--- src/rtl/flood_pkg.sv ---
// flood_pkg: shared state, seed and LFSR tap constants for board
// and move generation blocks.
package flood_pkg;

  typedef enum logic [1:0] {
    IDLE,
    GEN,
    DONE,
    HOLD
  } state_t;

  localparam logic [15:0] DEFAULT_SEED = 16'hDAD7;
  localparam int MIN_SIZE = 2;
  localparam int MIN_COLORS = 2;

  // Bit i set means x^(i+1) is a term of the feedback polynomial.
  function automatic logic [63:0] lfsr_taps(input int w);
    logic [63:0] t;
    t = 64'h0;
    unique case (w)
      4:  t = 64'hC;
      8:  t = 64'hB8;
      12: t = 64'hE08;
      16: t = 64'hB400;
      24: t = 64'hE10000;
      32: t = 64'h80200003;
      default: t = (64'd1 << (w - 1)) | 64'd1;
    endcase
    return t;
  endfunction

endpackage

--- src/rtl/lfsr_fib.sv ---
// lfsr_fib: Fibonacci LFSR, shift-left, feedback into bit 0.
// Load has priority over step.
module lfsr_fib #(
  parameter int WIDTH = 16,
  parameter logic [WIDTH-1:0] TAPS = 16'hB400
) (
  input  logic             CLOCK,
  input  logic             load,
  input  logic [WIDTH-1:0] seed,
  input  logic             step,
  output logic [WIDTH-1:0] value
);

  always_ff @(posedge CLOCK) begin
    if (load) begin
      value <= seed;
    end else if (step) begin
      value <= {value[WIDTH-2:0], ^(value & TAPS)};
    end
  end

endmodule

--- src/rtl/board_gen.sv ---
// board_gen: fills a SIZE x SIZE board row-major with LFSR colours.
// Define BOARD_GEN_REJECT_EN for rejection sampling (uniform colours).
module board_gen
  import flood_pkg::*;
#(
  parameter int MAX_SIZE = 26,
  parameter int COLOR_W  = 3,
  parameter int LFSR_W   = 16
) (
  input  logic                            CLOCK,
  input  logic                            RESET_N,
  input  logic                            START,
  input  logic [LFSR_W-1:0]               SEED,
  input  logic [$clog2(MAX_SIZE+1)-1:0]   SIZE,
  input  logic [COLOR_W:0]                COLOR_NUM,
  output logic                            WR_EN,
  output logic [$clog2(MAX_SIZE)-1:0]     WR_ROW,
  output logic [$clog2(MAX_SIZE)-1:0]     WR_COL,
  output logic [COLOR_W-1:0]              WR_COLOR,
  output logic                            BUSY,
  output logic                            BOARD_READY,
  output logic                            CFG_ERR
);

  localparam int SW = $clog2(MAX_SIZE + 1);
  localparam int PW = $clog2(MAX_SIZE);
  localparam int CW = COLOR_W + 1;
  localparam int PRW = 8 + CW;

  localparam logic [63:0] TAPS64 = lfsr_taps(LFSR_W);
  localparam logic [LFSR_W-1:0] TAPS = TAPS64[LFSR_W-1:0];
  localparam logic [LFSR_W-1:0] SEED_DEF = LFSR_W'(DEFAULT_SEED);

  localparam logic [SW-1:0] SIZE_LO = SW'(MIN_SIZE);
  localparam logic [SW-1:0] SIZE_HI = SW'(MAX_SIZE);
  localparam logic [CW-1:0] COL_LO = CW'(MIN_COLORS);
  localparam logic [CW-1:0] COL_HI = CW'(2 ** COLOR_W);

  state_t            state;
  logic [SW-1:0]     size_q;
  logic [CW-1:0]     ncol_q;
  logic [PW-1:0]     row_q;
  logic [PW-1:0]     col_q;

  logic [LFSR_W-1:0] r_val;
  logic [LFSR_W-1:0] lfsr_seed;
  logic              lfsr_load;
  logic              lfsr_step;

  logic              cfg_ok;
  logic              start_ok;
  logic [CW-1:0]     cand;
  logic              accept;
  logic              last_col;
  logic              last_row;

  assign cfg_ok = (SIZE >= SIZE_LO) && (SIZE <= SIZE_HI) &&
                  (COLOR_NUM >= COL_LO) && (COLOR_NUM <= COL_HI);

  assign start_ok = (state == IDLE) && START && cfg_ok;

  // Reset reuses the load path so the register restarts at the default seed.
  assign lfsr_load = !RESET_N || start_ok;
  assign lfsr_seed = (!RESET_N || SEED == '0) ? SEED_DEF : SEED;
  assign lfsr_step = (state == GEN);

  lfsr_fib #(
    .WIDTH (LFSR_W),
    .TAPS  (TAPS)
  ) u_lfsr (
    .CLOCK (CLOCK),
    .load  (lfsr_load),
    .seed  (lfsr_seed),
    .step  (lfsr_step),
    .value (r_val)
  );

`ifdef BOARD_GEN_REJECT_EN
  assign cand   = {1'b0, r_val[COLOR_W-1:0]};
  assign accept = (cand < ncol_q);
`else
  logic [PRW-1:0] prod;
  assign prod   = PRW'(r_val[7:0]) * PRW'(ncol_q);
  assign cand   = prod[PRW-1:8];
  assign accept = 1'b1;
`endif

  logic unused_bits;
  assign unused_bits = ^{r_val, cand};

  assign last_col = (SW'(col_q) == size_q - SW'(1));
  assign last_row = (SW'(row_q) == size_q - SW'(1));

  assign BUSY = (state == GEN);

  always_ff @(posedge CLOCK) begin
    if (!RESET_N) begin
      state       <= IDLE;
      size_q      <= '0;
      ncol_q      <= '0;
      row_q       <= '0;
      col_q       <= '0;
      WR_EN       <= 1'b0;
      WR_ROW      <= '0;
      WR_COL      <= '0;
      WR_COLOR    <= '0;
      BOARD_READY <= 1'b0;
      CFG_ERR     <= 1'b0;
    end else begin
      WR_EN   <= 1'b0;
      CFG_ERR <= 1'b0;
      unique case (state)
        IDLE: begin
          BOARD_READY <= 1'b0;
          if (START) begin
            if (cfg_ok) begin
              state  <= GEN;
              size_q <= SIZE;
              ncol_q <= COLOR_NUM;
              row_q  <= '0;
              col_q  <= '0;
            end else begin
              CFG_ERR <= 1'b1;
              state   <= HOLD;
            end
          end
        end
        GEN: begin
          if (!START) begin
            state <= IDLE;
          end else if (accept) begin
            WR_EN    <= 1'b1;
            WR_ROW   <= row_q;
            WR_COL   <= col_q;
            WR_COLOR <= cand[COLOR_W-1:0];
            if (last_col) begin
              col_q <= '0;
              if (last_row) begin
                state <= DONE;
              end else begin
                row_q <= row_q + PW'(1);
              end
            end else begin
              col_q <= col_q + PW'(1);
            end
          end
        end
        DONE: begin
          // Ready rises one cycle after the last write, never alongside it.
          BOARD_READY <= 1'b1;
          if (!START && BOARD_READY) begin
            state       <= IDLE;
            BOARD_READY <= 1'b0;
          end
        end
        HOLD: begin
          if (!START) begin
            state <= IDLE;
          end
        end
        default: state <= IDLE;
      endcase
    end
  end

endmodule

--- config.mk ---
export PLATFORM = sky130hd
export DESIGN_NAME = board_gen
export DESIGN_NICKNAME = d
export VERILOG_FILES = /design/src/rtl/flood_pkg.sv /design/src/rtl/lfsr_fib.sv /design/src/rtl/board_gen.sv
export SDC_FILE = /design/constraint.sdc
export NUM_CORES = 1
export LEC_CHECK = 0
export ABC_AREA = 1
export CAP_MARGIN = 0
export CORE_AREA = 2 2 83 85
export CTS_CLUSTER_SIZE = 10
export DETAILED_ROUTE_END_ITERATION = 10
export DIE_AREA = 0 0 85 87
export PLACE_DENSITY = 0.78
export SLEW_MARGIN = 5
export SYNTH_ARGS = -nofsm -noshare
export SYNTH_HDL_FRONTEND = slang
export SYNTH_SLANG_ARGS = --single-unit
export TNS_END_PERCENT = 100
--- constraint.sdc ---
create_clock -name CLOCK -period 4.6 [get_ports CLOCK]
set_input_delay 0.92 -clock CLOCK [delete_from_list [all_inputs] [get_ports CLOCK]]
set_output_delay 0.92 -clock CLOCK [all_outputs]
set_load 0.05 [all_outputs]
==> run summary, run 1 <==
## Global routing
* **Overall Global Routing Usage** 0.228
* **number of antenna violations at the first check in global routing** 0
* **total congestion overflow after global routing** 0
* **global-route wire length before repair** 13700 um
* **largest net degree at the start of global routing** 31
* **vias in the first global route** 3101

## Floorplan
* **Core Footprint** 6570 um2
* **total die area** 7400 um2
* **Die X-Extent** 85 um
* **count of standard-cell rows** 30
* **top-level port count** 45
* **initial core utilization** 0.527
* **floorplan die height** 87 um

## Setup path
* **Critical Path Start Type** register
* **arrival time reported for the critical path endpoint** 3.20 ns
* **critical path required time** 4.82 ns
* **Worst R2R Setup Slack** 1.61 ns
* **Crit. End Element** register
* **maximum fanout along the worst path** 5
* **Crit Path Class** register to register

## Synth
* **mapped cell area** 3460 um2
* **Mapped Avg Cell Area** 7.36 um2
* **portion of synthesized cell area occupied by the leading cell type** 0.214
* **count of mapped cells out of synthesis** 471
* **library cell with the largest summed area after synthesis** sky130_fd_sc_hd__dfxtp_1
* **net count of the mapped netlist** 525
* **top area cells in the synthesized netlist** sky130_fd_sc_hd__dfxtp_1 21%, sky130_fd_sc_hd__edfxtp_1 14%, sky130_fd_sc_hd__nand2_1 12%, sky130_fd_sc_hd__inv_1 7.5%, sky130_fd_sc_hd__fa_1 6.4%
* **number of warning messages in the yosys log** 0
* **sequential fraction of the synthesis area** 0.352
* **unique cell type count in the Yosys netlist** 35
* **#FFs+latches synth** 53

## Route
* **total wirelength of the detailed-routed design** 7840 um
* **via-per-instance ratio** 5.36
* **DRC Markers** 0
* **routed len/inst** 13.3 um
* **1st-pass router iterations** 5
* **post-route ant nets** 0
* **total via count after detailed routing** 3168
* **initial DRC count** 219

## Clock tree
* **post-cts resize count** 0
* **clock tree from TritonCTS** yes
* **clock tree sinks** 53
* **source-to-sink clock delay at the later pin of the worst-skew pair** 0.32 ns
* **# Post-CTS Setup Buffers** 0
* **number of buffers added by the clock tree synthesis step** 5
* **CTS Root Cell** sky130_fd_sc_hd__clkbuf_8
* **# H-tree levels** 2
* **hold_buf cts** 0
* **clk slew on worst S/H paths** 0.11 ns
* **Bufs on Longest Clock Path** 2

## Cells and area
* **Final Util** 0.616
* **number of cells in the finished layout apart from fillers** 591
* **synthesis-to-finish area growth** 16.8%
* **number of antenna cells inserted** 0
* **fraction of final layout cells with drive strength greater than 1** 0.0568
* **number of nets in the finished design** 564

## STA
* **Slew headroom** 0.355
* **final clock period utilization by the worst path** 0.649
* **transition at the pin with the smallest max-transition slack** 0.963 ns
* **setup clock skew after layout** 0.0125 ns
* **Final Hold Vio Count** 0
* **RSZ-0062 raised after global routing** false
* **maximum clock rate** 335 MHz
* **number of failing setup endpoints in the final timing report** 0
* **Sum Neg Setup Slack** 0 ns
* **count of final max-slew check failures** 0
* **shortest period the worst path allows** 2.99 ns
* **PnR worst setup slack** 1.61 ns

## Place
* **Placer Congestion** 0.840
* **sum of net half-perimeters after detailed placement** 5960 um
* **Worst Setup Slack post-DPL** 1.41 ns
* **IO buf count** 44
* **Inst Count DP** 583

## Power and ir drop
* **overall power** 1320 uW
* **Power Density** 326 nW/um2
* **largest vdd supply drop** 0.000167 V
* **Leakage** 0.00184 uW

## Run
* **MaxCap Viol Count** 0

## Min path
* **Hold Crit Class** register to register

## Status
* **run status** complete, no violations

-- critical path: stages (launching register included) --
cell	delay, ns
sky130_fd_sc_hd__edfxtp_1	0.47
sky130_fd_sc_hd__nand2_1	0.10
sky130_fd_sc_hd__inv_1	0.05
sky130_fd_sc_hd__fa_1	0.53
sky130_fd_sc_hd__inv_1	0.05
sky130_fd_sc_hd__fa_1	0.52
sky130_fd_sc_hd__inv_1	0.04
sky130_fd_sc_hd__ha_1	0.32
sky130_fd_sc_hd__a21oi_1	0.20
sky130_fd_sc_hd__nor3_1	0.06
sky130_fd_sc_hd__a211oi_1	0.25
sky130_fd_sc_hd__a21oi_1	0.12
sky130_fd_sc_hd__nor2_1	0.13
sky130_fd_sc_hd__nor2_1	0.06
-- registers in the layout, summed over array words and instances, names as in the netlist, 3 cells and up --
register and count:
u_lfsr.value 16, WR_COL 5, WR_ROW 5, col_q 5
row_q 5, size_q 5, ncol_q 4, WR_COLOR 3
-- routing by layer --
| metal | GRT usage | part of all wire | vias to the layer above |
|---|---|---|---|
| met5 | 0 | 0 | - |
| met4 | 0.0606 | 0.0086 | 0 |
| met3 | 0.0474 | 0.055 | 5 |
| met2 | 0.395 | 0.47 | 94 |
| met1 | 0.291 | 0.47 | 1454 |
| li1 | - | - | 1615 |
-- cells in the mapped netlist (all sizes together) --
master / instances
o21bai: 1
xnor2: 5
edfxtp: 16
o21a: 2
nor3b: 1
dfxtp: 37
nor3: 4
o31ai: 1
fa: 11
ha: 15
a211oi: 2
clkinv: 1
a31oi: 1
nand2: 115
nand4: 11
nor4: 4
xor2: 2
nand3: 38
a21oi: 36
clkbuf: 5
o211ai: 2
inv: 69
nor2: 52
o21ai: 31
buf: 9
-- worst paths after layout --
kind                            cells after the start                      start                  endpoint
worst min register to register                      2     WR_COL[0]$_SDFFE_PN0P_    WR_COL[0]$_SDFFE_PN0P_
worst max register to register                     13  u_lfsr.value[4]$_DFFE_PP_  WR_COLOR[2]$_SDFFE_PN0P_
worst min-delay path                                2     WR_COL[0]$_SDFFE_PN0P_    WR_COL[0]$_SDFFE_PN0P_
worst max-delay path                               13  u_lfsr.value[4]$_DFFE_PP_  WR_COLOR[2]$_SDFFE_PN0P_
-- power by group --
part	internal (uW)	switching, uW
sequential	554	58.5
combinational	148	277
clock	112	171
-- layout by cell type, fill, tap and decap left out, types with 4 or more instances in the layout --
cell                              Yosys  layout
sky130_fd_sc_hd__a21oi_1             36      36
sky130_fd_sc_hd__clkbuf_8             0       5
sky130_fd_sc_hd__clkdlybuf4s50_1      0      44
sky130_fd_sc_hd__dfxtp_1             37      37
sky130_fd_sc_hd__edfxtp_1            16      16
sky130_fd_sc_hd__fa_1                11      11
sky130_fd_sc_hd__ha_1                15      15
sky130_fd_sc_hd__inv_1               69      69
sky130_fd_sc_hd__nand2_1            111     111
sky130_fd_sc_hd__nand3_1             34      34
sky130_fd_sc_hd__nand4_1             10      10
sky130_fd_sc_hd__nor2_1              43      43
sky130_fd_sc_hd__nor2_2               6       6
sky130_fd_sc_hd__nor4_1               4       4
sky130_fd_sc_hd__o21ai_0             28      28
sky130_fd_sc_hd__xnor2_1              5       5
-- final cells by class --
| class | instances | area (um2) |
|---|---|---|
| inverter | 70 | 263 |
| sequential | 53 | 1220 |
| clock inverter | 3 | 25.0 |
| tap | 80 | 100 |
| multi-input combinational | 334 | 1910 |
| timing repair buffer | 46 | 455 |
| clock buffer | 5 | 68.8 |
| fill | 582 | 2520 |
-- logic make-up (layout without fill, tap and decap cells) --
group | after synthesis | count (layout) | synth area share
AO/OA/AOI/OAI | 76 | 76 | 0.116
flip-flops | 53 | 53 | 0.352
XOR/XNOR | 7 | 7 | 0.0177
adder cells (fa/ha/maj) | 26 | 26 | 0.118
AND/OR/NAND/NOR | 225 | 225 | 0.301
buffers and inverters | 84 | 124 | 0.0950
-- metrics by stage --
stage,hold WS (ns),area [um2]
finish,0.501,4050
global route,0.540,4050
CTS,0.506,4050
detailed placement,0.489,3950
global placement,0.479,3950
floorplan,0.466,3460
No activity file was read; power rests on OpenSTA's default activity.
==> run 2, diff against run 1 <==
==> constraint.sdc (replaced) <==
create_clock -name CLOCK -period 2.9 [get_ports CLOCK]
set_input_delay 0.58 -clock CLOCK [delete_from_list [all_inputs] [get_ports CLOCK]]
set_output_delay 0.58 -clock CLOCK [all_outputs]
set_load 0.05 [all_outputs]
==> run 2 against run 1 <==
Cell count up 1.7%. Combinational power grew 73%. Count of clock-buffer cells in the layout stayed put. Sequential power up 57%. Fmax grew 6.4%. Sequential share of layout area is 1.1 points lower. Flip-flop and latch count is the same. Worst setup slack lost 1.5 ns. Utilization grew 2.4 points. Critical path type unchanged. Largest power group unchanged.
==> run summary, run 2 (synthesis results as in run 1) <==
## Status
* **run status** complete, no violations

## Global routing
* **global-route wire length before repair** 13400 um
* **largest net degree at the start of global routing** 30
* **total congestion overflow after global routing** 0
* **number of antenna violations at the first check in global routing** 0
* **vias in the first global route** 3043
* **Overall Global Routing Usage** 0.223

## Power and ir drop
* **Power Density** 510 nW/um2
* **Leakage** 0.00188 uW
* **largest vdd supply drop** 0.000249 V

## Setup path
* **maximum fanout along the worst path** 4
* **Crit. End Element** register
* **Critical Path Slowest Stage Cell** sky130_fd_sc_hd__fa_1
* **cells traversed along the worst timing path** buf_6, nand2_1, inv_1, fa_1, inv_1, fa_1, inv_1, ha_4, nand2_2, nor2_1, o21ai_1, nand2_1, nand2_1, nand3_1, o211ai_1, inv_1
* **critical path required time** 3.11 ns
* **arrival time reported for the critical path endpoint** 3.02 ns
* **delay of the slowest cell on the worst path** 0.52 ns
* **Crit Path Class** register to register
* **cell with the most instances on the worst path** sky130_fd_sc_hd__inv_1
* **Critical Path Start Type** register

## Run
* **MaxCap Viol Count** 0

## Route
* **via-per-instance ratio** 5.41
* **post-route ant nets** 0
* **1st-pass router iterations** 5
* **total via count after detailed routing** 3252
* **DRC Markers** 0
* **initial DRC count** 292
* **routed len/inst** 13.6 um
* **total wirelength of the detailed-routed design** 8190 um

## Clock tree
* **number of buffers added by the clock tree synthesis step** 5
* **clock tree from TritonCTS** yes
* **CTS Root Cell** sky130_fd_sc_hd__clkbuf_8
* **Bufs on Longest Clock Path** 2
* **# H-tree levels** 2
* **hold_buf cts** 0
* **clk slew on worst S/H paths** 0.10 ns
* **clock tree sinks** 53
* **source-to-sink clock delay at the later pin of the worst-skew pair** 0.31 ns

## Floorplan
* **top-level port count** 45
* **count of standard-cell rows** 30
* **floorplan die height** 87 um
* **total die area** 7400 um2
* **Core Footprint** 6570 um2
* **Die X-Extent** 85 um
* **initial core utilization** 0.527

## STA
* **Slew headroom** 0.661
* **count of final max-slew check failures** 0
* **RSZ-0062 raised after global routing** true
* **Final Hold Vio Count** 0
* **final clock period utilization by the worst path** 0.968
* **transition at the pin with the smallest max-transition slack** 0.506 ns
* **Hold Slack** 0.502 ns
* **maximum clock rate** 356 MHz
* **number of failing setup endpoints in the final timing report** 0
* **shortest period the worst path allows** 2.81 ns
* **Sum Neg Setup Slack** 0 ns
* **setup clock skew after layout** 0.00622 ns

## Cells and area
* **max reg flops** 16
* **multi-input gate area in the final layout** 1990 um2
* **commonest cells after routing, fill and taps aside** 110 x sky130_fd_sc_hd__nand2_1, 67 x sky130_fd_sc_hd__inv_1, 44 x sky130_fd_sc_hd__clkdlybuf4s50_1, 43 x sky130_fd_sc_hd__nor2_1
* **Most flops, register** u_lfsr.value
* **number of nets in the finished design** 574
* **FF+latch area** 1220 um2
* **Final Util** 0.641
* **filler cell count in the final layout** 564
* **most common library cell in the layout ignoring fill and taps** sky130_fd_sc_hd__nand2_1
* **number of cells in the finished layout apart from fillers** 601
* **synthesis-to-finish area growth** 21.5%
* **number of antenna cells inserted** 0
* **fraction of final layout cells with drive strength greater than 1** 0.106

## Place
* **IO buf count** 44
* **sum of net half-perimeters after detailed placement** 6030 um
* **Placer Congestion** 0.837
* **Inst Count DP** 591

## Min path
* **Hold Crit Class** register to register

==> run 2: changes by cell type in the layout (fill, tap and decap cells not counted), sizes merged <==
cell and change:
buf +10
==> run 2: where the power goes <==
| group | switching (uW) | internal, uW | leakage [uW] |
|---|---|---|---|
| Sequential | 81.6 | 878 | 0.000460 |
| Clock | 274 | 177 | 0.0000466 |
| Combinational | 464 | 273 | 0.00137 |
==> run 2: area by class of cell <==
type | count | area share
Sequential cell | 53 | 0.291
Tap cell | 80 | 0.0238
Clock inverter | 3 | 0.00595
Clock buffer | 5 | 0.0164
Timing Repair Buffer | 56 | 0.127
Inverter | 70 | 0.0624
Multi-Input combinational cell | 334 | 0.473
==> run 2: per-stage QoR <==
step	cell area, um2	power [uW]	worst slack (ns)
after floorplan	3460	1450	0.114
after global placement	4010	1650	0.108
after detailed placement	4010	1670	0.0333
after CTS	4110	2120	0.0254
after global routing	4210	2270	-0.0708
final	4210	2150	0.0924
==> run 2: worst max-delay path: cells and delay by family (launching register included) <==
family	cells	cell delay, ns
compound gates	2	0.23
fa+ha+maj	3	1.26
buf+inv	5	0.36
flops	1	0.44
simple gates	6	0.42
==> run 2: worst paths after layout <==
kind                                                 from                       end  slack (ns)  cells past startpoint
worst max-delay path            u_lfsr.value[4]$_DFFE_PP_  WR_COLOR[0]$_SDFFE_PN0P_        0.09                     16
worst min-delay path               WR_COL[0]$_SDFFE_PN0P_    WR_COL[0]$_SDFFE_PN0P_        0.50                      2
worst max register to register  u_lfsr.value[4]$_DFFE_PP_  WR_COLOR[0]$_SDFFE_PN0P_        0.09                     16
worst min register to register     WR_COL[0]$_SDFFE_PN0P_    WR_COL[0]$_SDFFE_PN0P_        0.50                      2
==> run 2: layer usage <==
layer  track usage  up-vias  share of wire
li1              -     1625              -
met1         0.301     1502           0.45
met2         0.379      113           0.48
met3        0.0341       12          0.060
met4        0.0519        0          0.014
met5             0        -              0
==> run 2: what timing repair did <==
item	4_1_cts	5_1_grt
setup endpoints to repair	0	3
setup buffers	0	2
resized for setup	0	18
==> run 3, diff against run 2 <==
--- a/config.mk
+++ b/config.mk
@@ -7,11 +7,13 @@
 export LEC_CHECK = 0
 export ABC_AREA = 1
 export CAP_MARGIN = 0
-export CORE_AREA = 2 2 83 85
+export CELL_PAD_IN_SITES_DETAIL_PLACEMENT = 2
+export CELL_PAD_IN_SITES_GLOBAL_PLACEMENT = 2
+export CORE_AREA = 2 2 108 110
 export CTS_CLUSTER_SIZE = 10
 export DETAILED_ROUTE_END_ITERATION = 10
-export DIE_AREA = 0 0 85 87
-export PLACE_DENSITY = 0.78
+export DIE_AREA = 0 0 110 112
+export PLACE_DENSITY_LB_ADDON = 0.1
 export SLEW_MARGIN = 5
 export SYNTH_ARGS = -nofsm -noshare
 export SYNTH_HDL_FRONTEND = slang
==> run 3 against run 2 <==
Register-to-register slack about the same. Count of clock-buffer cells in the layout unchanged. Cell count up 12%. Sequential share of layout area down 1.7 points. Combinational power up 12%. Critical path depth down 1. Fmax about the same. Flip-flop and latch count unchanged. Largest power group unchanged.
==> run summary, run 3 (synthesis results as in run 1) <==
## Cells and area
* **fraction of final layout cells with drive strength greater than 1** 0.154
* **number of antenna cells inserted** 0
* **filler cell count in the final layout** 1304
* **Most flops, register** u_lfsr.value
* **max reg flops** 16
* **synthesis-to-finish area growth** 29.2%
* **most common library cell in the layout ignoring fill and taps** sky130_fd_sc_hd__nand2_1
* **commonest cells after routing, fill and taps aside** 106 x sky130_fd_sc_hd__nand2_1, 60 x sky130_fd_sc_hd__inv_1, 44 x sky130_fd_sc_hd__clkdlybuf4s50_1, 41 x sky130_fd_sc_hd__nor2_1, 34 x sky130_fd_sc_hd__dfxtp_1
* **number of cells in the finished layout apart from fillers** 674
* **number of nets in the finished design** 584

## Setup path
* **Crit. End Element** register
* **critical path required time** 3.09 ns
* **Crit Path Class** register to register
* **arrival time reported for the critical path endpoint** 2.99 ns
* **maximum fanout along the worst path** 4
* **Critical Path Start Type** register

## Place
* **Inst Count DP** 662
* **Placer Congestion** 0.768
* **sum of net half-perimeters after detailed placement** 8580 um
* **IO buf count** 44

## Min path
* **Hold Crit Class** register to register

## Floorplan
* **count of standard-cell rows** 39
* **total die area** 12300 um2
* **initial core utilization** 0.310
* **top-level port count** 45
* **Die X-Extent** 110 um
* **Core Footprint** 11200 um2
* **floorplan die height** 112 um

## Route
* **routed wl met3** 240 um
* **1st-pass router iterations** 4
* **DRC Markers** 0
* **max layer used** met4
* **initial DRC count** 116
* **post-route ant nets** 0
* **via-per-instance ratio** 4.92
* **met2 routed WL** 5760 um
* **total via count after detailed routing** 3319
* **total wirelength of the detailed-routed design** 11000 um
* **routed len/inst** 16.4 um
* **routed metal-1 wirelength** 4780 um

## Global routing
* **vias in the first global route** 3701
* **global-route wire length before repair** 18500 um
* **Overall Global Routing Usage** 0.192
* **largest net degree at the start of global routing** 29
* **number of antenna violations at the first check in global routing** 0
* **total congestion overflow after global routing** 0

## Clock tree
* **# H-tree levels** 2
* **Bufs on Longest Clock Path** 2
* **number of buffers added by the clock tree synthesis step** 5
* **clock tree from TritonCTS** yes
* **clock tree sinks** 53
* **clk slew on worst S/H paths** 0.07 ns
* **source-to-sink clock delay at the later pin of the worst-skew pair** 0.30 ns
* **CTS Root Cell** sky130_fd_sc_hd__clkbuf_16
* **hold_buf cts** 0

## STA
* **count of final max-slew check failures** 0
* **number of failing setup endpoints in the final timing report** 0
* **Slew headroom** 0.663
* **shortest period the worst path allows** 2.81 ns
* **setup clock skew after layout** 0.00712 ns
* **transition at the pin with the smallest max-transition slack** 0.504 ns
* **RSZ-0062 raised after global routing** true
* **Final Hold Vio Count** 0
* **final clock period utilization by the worst path** 0.968
* **maximum clock rate** 356 MHz

## Status
* **run status** complete, no violations

## Power and ir drop
* **overall power** 2400 uW
* **Leakage** 0.00196 uW
* **Power Density** 537 nW/um2
* **largest vdd supply drop** 0.000251 V

## Run
* **MaxCap Viol Count** 0

-- run 3: cell types whose count changed in the layout (fill, tap and decap cells not counted), moves of 2 or more --
cell,change
sky130_fd_sc_hd__nor2_2,+2
sky130_fd_sc_hd__buf_4,+8
sky130_fd_sc_hd__clkbuf_16,+5
sky130_fd_sc_hd__clkbuf_8,-5
sky130_fd_sc_hd__inv_2,+7
sky130_fd_sc_hd__inv_1,-7
sky130_fd_sc_hd__nand2_1,-4
sky130_fd_sc_hd__nand2_2,+3
sky130_fd_sc_hd__nor2_1,-2
-- run 3: repair_timing --
item,in CTS,in global routing
pin swaps,2,30
setup buffers,0,4
resized for setup,5,31
endpoints found under the setup margin,2,3
gates cloned,0,0
-- run 3: final timing paths --
kind                             start  slack, ns                  endpoint  depth (start not counted)
max          u_lfsr.value[4]$_DFFE_PP_       0.09  WR_COLOR[0]$_SDFFE_PN0P_                         15
min           BOARD_READY$_SDFFE_PN0P_       0.51  BOARD_READY$_SDFFE_PN0P_                          1
max reg2reg  u_lfsr.value[4]$_DFFE_PP_       0.09  WR_COLOR[0]$_SDFFE_PN0P_                         15
min reg2reg   BOARD_READY$_SDFFE_PN0P_       0.51  BOARD_READY$_SDFFE_PN0P_                          1
-- run 3: critical path, cell delays in order (launching register included) --
cell                       delay [ns]
sky130_fd_sc_hd__edfxtp_1        0.41
sky130_fd_sc_hd__buf_6           0.15
sky130_fd_sc_hd__nand2_1         0.06
sky130_fd_sc_hd__inv_1           0.05
sky130_fd_sc_hd__fa_1            0.51
sky130_fd_sc_hd__inv_2           0.05
sky130_fd_sc_hd__fa_1            0.52
sky130_fd_sc_hd__inv_1           0.07
sky130_fd_sc_hd__ha_4            0.25
sky130_fd_sc_hd__a21oi_2         0.13
sky130_fd_sc_hd__o21a_1          0.16
sky130_fd_sc_hd__nand2_1         0.06
sky130_fd_sc_hd__nand2_1         0.06
sky130_fd_sc_hd__nand3_1         0.07
sky130_fd_sc_hd__o211ai_1        0.10
sky130_fd_sc_hd__inv_1           0.06
-- run 3: cell type report --
| type | instances | area, um2 | area share |
|---|---|---|---|
| flip-flops and latches | 53 | 1220 | 0.274 |
| inverters | 70 | 263 | 0.0587 |
| multi-input cells | 334 | 2040 | 0.455 |
| clock inverters | 3 | 21.3 | 0.00475 |
| clock buffers | 5 | 125 | 0.0280 |
| well taps | 143 | 179 | 0.0400 |
| repair buffers | 66 | 626 | 0.140 |
-- run 3: per-stage QoR --
step	area [um2]	setup WS [ns]	setup TNS [ns]	utilization	hold WS, ns
after CTS	4330	-0.0360	-0.0360	0.387	0.518
after global placement	4170	0.00227	0	0.373	0.484
after floorplan	3460	0.114	0	-	0.466
final	4480	0.0936	0	0.401	0.512
after global routing	4480	-0.0935	-0.266	0.401	0.552
after detailed placement	4170	-0.0429	-0.0806	0.373	0.506
-- run 3: metal layers --
metal,track usage,vias up
li1,-,1640
met2,0.351,40
met5,0,-
met1,0.230,1622
met3,0.0252,17
met4,0.0574,0
-- run 3: where the power goes --
group / internal (uW) / switching, uW
combinational: 311 / 513
sequential: 878 / 82.8
clock: 322 / 296
